==> src/rtl/bist_lfsr_engine_pkg.sv <==
// Shared types for the BIST pattern engine: burst modes and controller states.
package bist_pkg;

  typedef enum logic [1:0] {
    MODE_GALOIS = 2'b00,
    MODE_FIB    = 2'b01,
    MODE_MISR   = 2'b10,
    MODE_RSVD   = 2'b11
  } mode_t;

  typedef enum logic [1:0] {
    S_IDLE = 2'b00,
    S_RUN  = 2'b01,
    S_DONE = 2'b10
  } state_t;

endpackage

==> src/rtl/bist_lfsr_engine_lfsr_step.sv <==
// One combinational step of the LFSR/MISR register: Galois, Fibonacci or MISR.
// Kept free of state so a standalone signature compactor can reuse it.
module lfsr_step
  import bist_pkg::*;
#(
  parameter int N = 8
) (
  input  logic [N-1:0] q,
  input  logic [N-1:0] poly,
  input  logic [N-1:0] din,
  input  mode_t        mode,
  output logic [N-1:0] next
);

  logic [N-1:0] galois;

  // The top tap bit is implied by the shift-in of q[0]; poly[N-1] plays no part.
  assign galois[N-1] = q[0];

  genvar gi;
  generate
    for (gi = 0; gi < N - 1; gi++) begin : g_galois
      assign galois[gi] = (q[0] & poly[gi]) ^ q[gi+1];
    end
  endgenerate

  always_comb begin
    next = q;
    case (mode)
      MODE_GALOIS: next = galois;
      MODE_FIB:    next = {^(q & poly), q[N-1:1]};
      MODE_MISR:   next = galois ^ din;
      default:     next = q;
    endcase
  end

endmodule

==> src/rtl/bist_lfsr_engine.sv <==
// BIST pattern engine: bounded burst of TPG patterns or MISR compaction steps,
// with a start/done handshake and a per-pattern valid/ready stall.
module bist_lfsr_engine
  import bist_pkg::*;
#(
  parameter int N     = 8,
  parameter int CNT_W = 16
) (
  input  logic             clk,
  input  logic             rst,
  input  logic             start,
  input  logic [1:0]       mode,
  input  logic [N-1:0]     poly,
  input  logic [N-1:0]     seed,
  input  logic [CNT_W-1:0] num_patterns,
  input  logic [N-1:0]     din,
  input  logic             pat_ready,
  output logic             pat_valid,
  output logic [N-1:0]     d_out,
  output logic [CNT_W-1:0] pat_idx,
  output logic             busy,
  output logic             done
);

  state_t           state_reg, state_next;
  mode_t            mode_reg, mode_next;
  mode_t            mode_in;
  logic [N-1:0]     poly_reg, poly_next;
  logic [N-1:0]     d_reg, d_next;
  logic [N-1:0]     step_next;
  logic [CNT_W-1:0] num_reg, num_next;
  logic [CNT_W-1:0] idx_reg, idx_next;
  logic             handshake;
  logic             seed_zero_tpg;

  assign mode_in       = mode_t'(mode);
  assign handshake     = (state_reg == S_RUN) && pat_ready;
  // An all-zero TPG register would lock up; MISR keeps a zero seed as-is.
  assign seed_zero_tpg = (seed == '0) && (mode_in == MODE_GALOIS || mode_in == MODE_FIB);

  lfsr_step #(.N(N)) u_step (
    .q    (d_reg),
    .poly (poly_reg),
    .din  (din),
    .mode (mode_reg),
    .next (step_next)
  );

  always_ff @(posedge clk) begin
    if (rst) begin
      state_reg <= S_IDLE;
      mode_reg  <= MODE_GALOIS;
      poly_reg  <= '0;
      num_reg   <= '0;
      d_reg     <= '0;
      idx_reg   <= '0;
    end else begin
      state_reg <= state_next;
      mode_reg  <= mode_next;
      poly_reg  <= poly_next;
      num_reg   <= num_next;
      d_reg     <= d_next;
      idx_reg   <= idx_next;
    end
  end

  always_comb begin
    state_next = state_reg;
    mode_next  = mode_reg;
    poly_next  = poly_reg;
    num_next   = num_reg;
    d_next     = d_reg;
    idx_next   = idx_reg;
    case (state_reg)
      S_IDLE: begin
        if (start) begin
          mode_next  = mode_in;
          poly_next  = poly;
          num_next   = num_patterns;
          d_next     = seed_zero_tpg ? {{(N-1){1'b0}}, 1'b1} : seed;
          idx_next   = '0;
          state_next = (num_patterns == '0) ? S_DONE : S_RUN;
        end
      end
      S_RUN: begin
        if (handshake) begin
          d_next = step_next;
          // The index saturates at the last pattern; the final step still advances d_out.
          if (idx_reg == num_reg - 1'b1) begin
            state_next = S_DONE;
          end else begin
            idx_next = idx_reg + 1'b1;
          end
        end
      end
      S_DONE:  state_next = S_IDLE;
      default: state_next = S_IDLE;
    endcase
  end

  assign pat_valid = (state_reg == S_RUN);
  assign busy      = (state_reg == S_RUN);
  assign done      = (state_reg == S_DONE);
  assign d_out     = d_reg;
  assign pat_idx   = idx_reg;

endmodule
==> config.mk <==
export PLATFORM = sky130hd
export DESIGN_NAME = bist_lfsr_engine
export DESIGN_NICKNAME = d
export VERILOG_FILES = /design/src/rtl/bist_lfsr_engine_pkg.sv /design/src/rtl/bist_lfsr_engine_lfsr_step.sv /design/src/rtl/bist_lfsr_engine.sv
export SDC_FILE = /design/constraint.sdc
export NUM_CORES = 1
export LEC_CHECK = 0
export ABC_AREA = 1
export CELL_PAD_IN_SITES_DETAIL_PLACEMENT = 1
export CELL_PAD_IN_SITES_GLOBAL_PLACEMENT = 1
export CORE_MARGIN = 2
export CORE_UTILIZATION = 33
export DETAILED_ROUTE_END_ITERATION = 8
export PLACE_DENSITY = 0.83
export SYNTH_ARGS = -nofsm -noshare
export SYNTH_HDL_FRONTEND = slang
export SYNTH_HIERARCHICAL = 1
export SYNTH_SLANG_ARGS = --single-unit
==> constraint.sdc <==
create_clock -name clk -period 2 [get_ports clk]
set_input_delay 0.3 -clock clk [delete_from_list [all_inputs] [get_ports clk]]
set_output_delay 0.3 -clock clk [all_outputs]
set_load 0.05 [all_outputs]
==> impl_metrics.yaml <==
place:
  place_inst: 835
  io_buffers: 72
  gp_congestion: 0.885
  dpl-instance-area_um2: 4790
  dp_hpwl_um: 10400
logic_synthesis:
  ys_warn_count: 6
  yosysUniqueCellTypes: 43
  ys_async_sr_fraction: 0
  yosysSeqAreaShare: 0.272
  synthesis.area_um2: 3830
  synth_cells: 620
  synth_edf_count: 0
  synth_common_cells: "nand2_1, nor2_1, inv_1"
  synthTopCellsByArea: "dfxtp_1, nand2_1, nor2_1"
  synthFlopType: "dfxtp_1"
  ys_ff_latch: 52
  yosysMostFrequentCell: "nand2_1"
  synth_nets: 668
  synth_top_area_frac: 0.272
  synth_area_per_cell_um2: 6.18
  synth_top_area_cell: "dfxtp_1"
layout:
  drive_gt1_frac: 0.235
  antenna_cells: 0
  syn_to_final_growth_pct: 40.1
  layout.cells.non_filler: 850
  fin_nets: 754
  fin_area_um2: 5370
min_path:
  hold_path_class: "register to register"
clock_network:
  cts_buffer_depth: 2
  htree_levels: 2
  cts_tree: "built"
  clock-sinks: 52
  clk_latency_ns: 0.30
  holdBufCountCts: 0
  cts_made_buffers: 5
  root_buffer: "clkbuf_16"
  path_clk_slew_ns: 0.08
routing:
  detail_route.first_pass.iterations: 4
  drc: 0
  drt_iter0_markers: 247
  post_drt_via_cell_ratio: 5.28
  num_vias: 4487
  drt-total-wl_um: 15200
  detail-route-antenna-nets: 0
  wl_per_cell_um: 17.9
power:
  p_leak_uw: 0.00225
  peakVddDrop_v: 0.000433
  fin_total_pwr_uw: 4450
  power_density_nw_per_um2: 830
worst_setup_path:
  crit_slowest_cell: "dfxtp_2"
  cp.arrival_ns: 2.32
  reg2reg_slack_ns: -0.09
  critPathMaxFanout: 7
  reg2reg_from: "num_reg[2]"
  end_kind: "register"
  regToRegEndpoint: "pat_idx[9]"
  reg2reg_depth: 10
  endpoint: "pat_idx[9]"
  critical_path_required_ns: 2.24
  path_cells: "nor2_4 -> nand2_2 -> nor2_4 -> xor2_1 -> nand4_1 -> nor2_2 -> nand3_4 -> nand2_4 -> nand2_2 -> a21oi_2"
  cp-startpoint: "num_reg[2]"
  slowest_delay_ns: 0.36
  worstSetupStartpointType: "register"
  worstSetupPathType: "register to register"
global_route:
  grt_pass1_wl_um: 22600
  grt_max_degree: 32
  antenna_found_initial: 0
  grt_overflow_total: 0
  grt_pass1_vias: 4673
  grt_usage: 0.219
floorplan:
  dieHeight_um: 112
  fp.dieArea_um2: 12500
  rows: 39
  core_um2: 11400
  start_util: 0.337
  die_w_um: 112
  ios: 73
flow_run:
  maxCapViolations: 0
sta:
  fin_skew_ns: 0.00273
  rsz0062_at_grt: "true"
  period_share: 1.04
  setup_violations: 17
  drv_slew: 0
  worstMarginPinSlew_ns: 0.622
  fmax_ghz: 0.480
  fin_ws_ns: -0.0854
  finalCriticalPeriod_ns: 2.09
  hold_viol: 0
  slew_headroom: 0.584
run_status:
  failed_checks: "setup timing"
  status: "complete, but fails checks"
[critical path, delay by kind of cell (launching register included)]
kind | cells | cell delay (ns)
compound gates | 1 | 0.12
xor+xnor | 1 | 0.26
flops | 1 | 0.36
simple gates | 8 | 1.28
[routing by layer]
metal | global-route usage | part of all wire | up-vias
met5 | 0 | 0 | -
met2 | 0.389 | 0.51 | 109
met1 | 0.281 | 0.43 | 2195
met4 | 0.0502 | 0.025 | 0
met3 | 0.0327 | 0.036 | 33
li1 | - | - | 2150
[area by class of cell]
cell class / count / area, um^2
Sequential cell: 52 / 1060
Tap cell: 143 / 179
Timing Repair Buffer: 103 / 996
Multi-Input combinational cell: 480 / 2730
Inverter: 64 / 245
Clock buffer: 5 / 125
Fill cell: 1480 / 6000
Clock inverter: 3 / 27.5
[cell usage in the layout, fill, tap and decap left out, types with 3 or more instances in the layout]
cell type / synthesis / final
a311oi_1: 3 / 3
nor4_1: 5 / 5
dfxtp_1: 52 / 39
nand3_1: 53 / 31
inv_2: 8 / 10
nor2_4: 4 / 12
nand4_1: 4 / 4
xnor2_1: 9 / 9
clkdlybuf4s50_1: 0 / 60
nand3_4: 1 / 6
xor2_1: 20 / 20
nand2_4: 1 / 3
nor3_1: 6 / 6
or2_1: 4 / 3
nand2_2: 14 / 21
nor2_2: 8 / 8
clkbuf_16: 0 / 6
buf_4: 1 / 37
o2111ai_1: 7 / 7
nor2_1: 94 / 86
nand3_2: 1 / 18
o21ai_0: 32 / 32
inv_1: 54 / 50
nand2_1: 164 / 154
a21oi_1: 20 / 16
dfxtp_2: 0 / 11
or2_0: 4 / 4
buf_12: 1 / 4
a21oi_2: 10 / 14
[stage by stage]
stage | utilization | TNS, ns | hold WS [ns] | setup WS (ns)
finish | 0.472 | -1.06 | 0.505 | -0.0854
global route | 0.472 | -2.52 | 0.547 | -0.166
CTS | 0.442 | 0 | 0.510 | 0.000103
detailed placement | 0.422 | -0.758 | 0.499 | -0.109
global placement | 0.422 | 0 | 0.474 | 0.0368
floorplan | - | 0 | 0.443 | 0.00133
[what timing repair did]
item                                    in CTS  in global routing
hold endpoints to repair                     0                  0
cloned                                       0                  2
pin swaps                                    4                 27
endpoints found under the setup margin      17                 19
setup buffers                                1                  4
gates resized for setup                     19                 68
[where the power goes]
part,internal (uW),switching (uW)
Clock,477,465
Combinational,779,1370
Sequential,1170,200
Total,2420,2030
[cell families after synthesis]
kind of cell	synth area share
AOI/OAI and AO/OA	0.126
xor gates and xnor gates	0.0663
and+or+nand+nor	0.430
buffers and inverters	0.0993
adders and majority gates	0.00653
DFF	0.272
[worst min path at each step]
stage / end / from / cells past startpoint / slack [ns]
finish: poly_reg[7] / poly_reg[7] / 2 / 0.51
detailed placement: num_reg[1] / num_reg[1] / 2 / 0.50
global placement: num_reg[1] / num_reg[1] / 2 / 0.47
floorplan: d_out[1] / seed[1] / 2 / 0.44
CTS: poly_reg[7] / poly_reg[7] / 2 / 0.51
global route: poly_reg[0] / poly_reg[0] / 2 / 0.55
No activity file was read; power rests on OpenSTA's default activity.
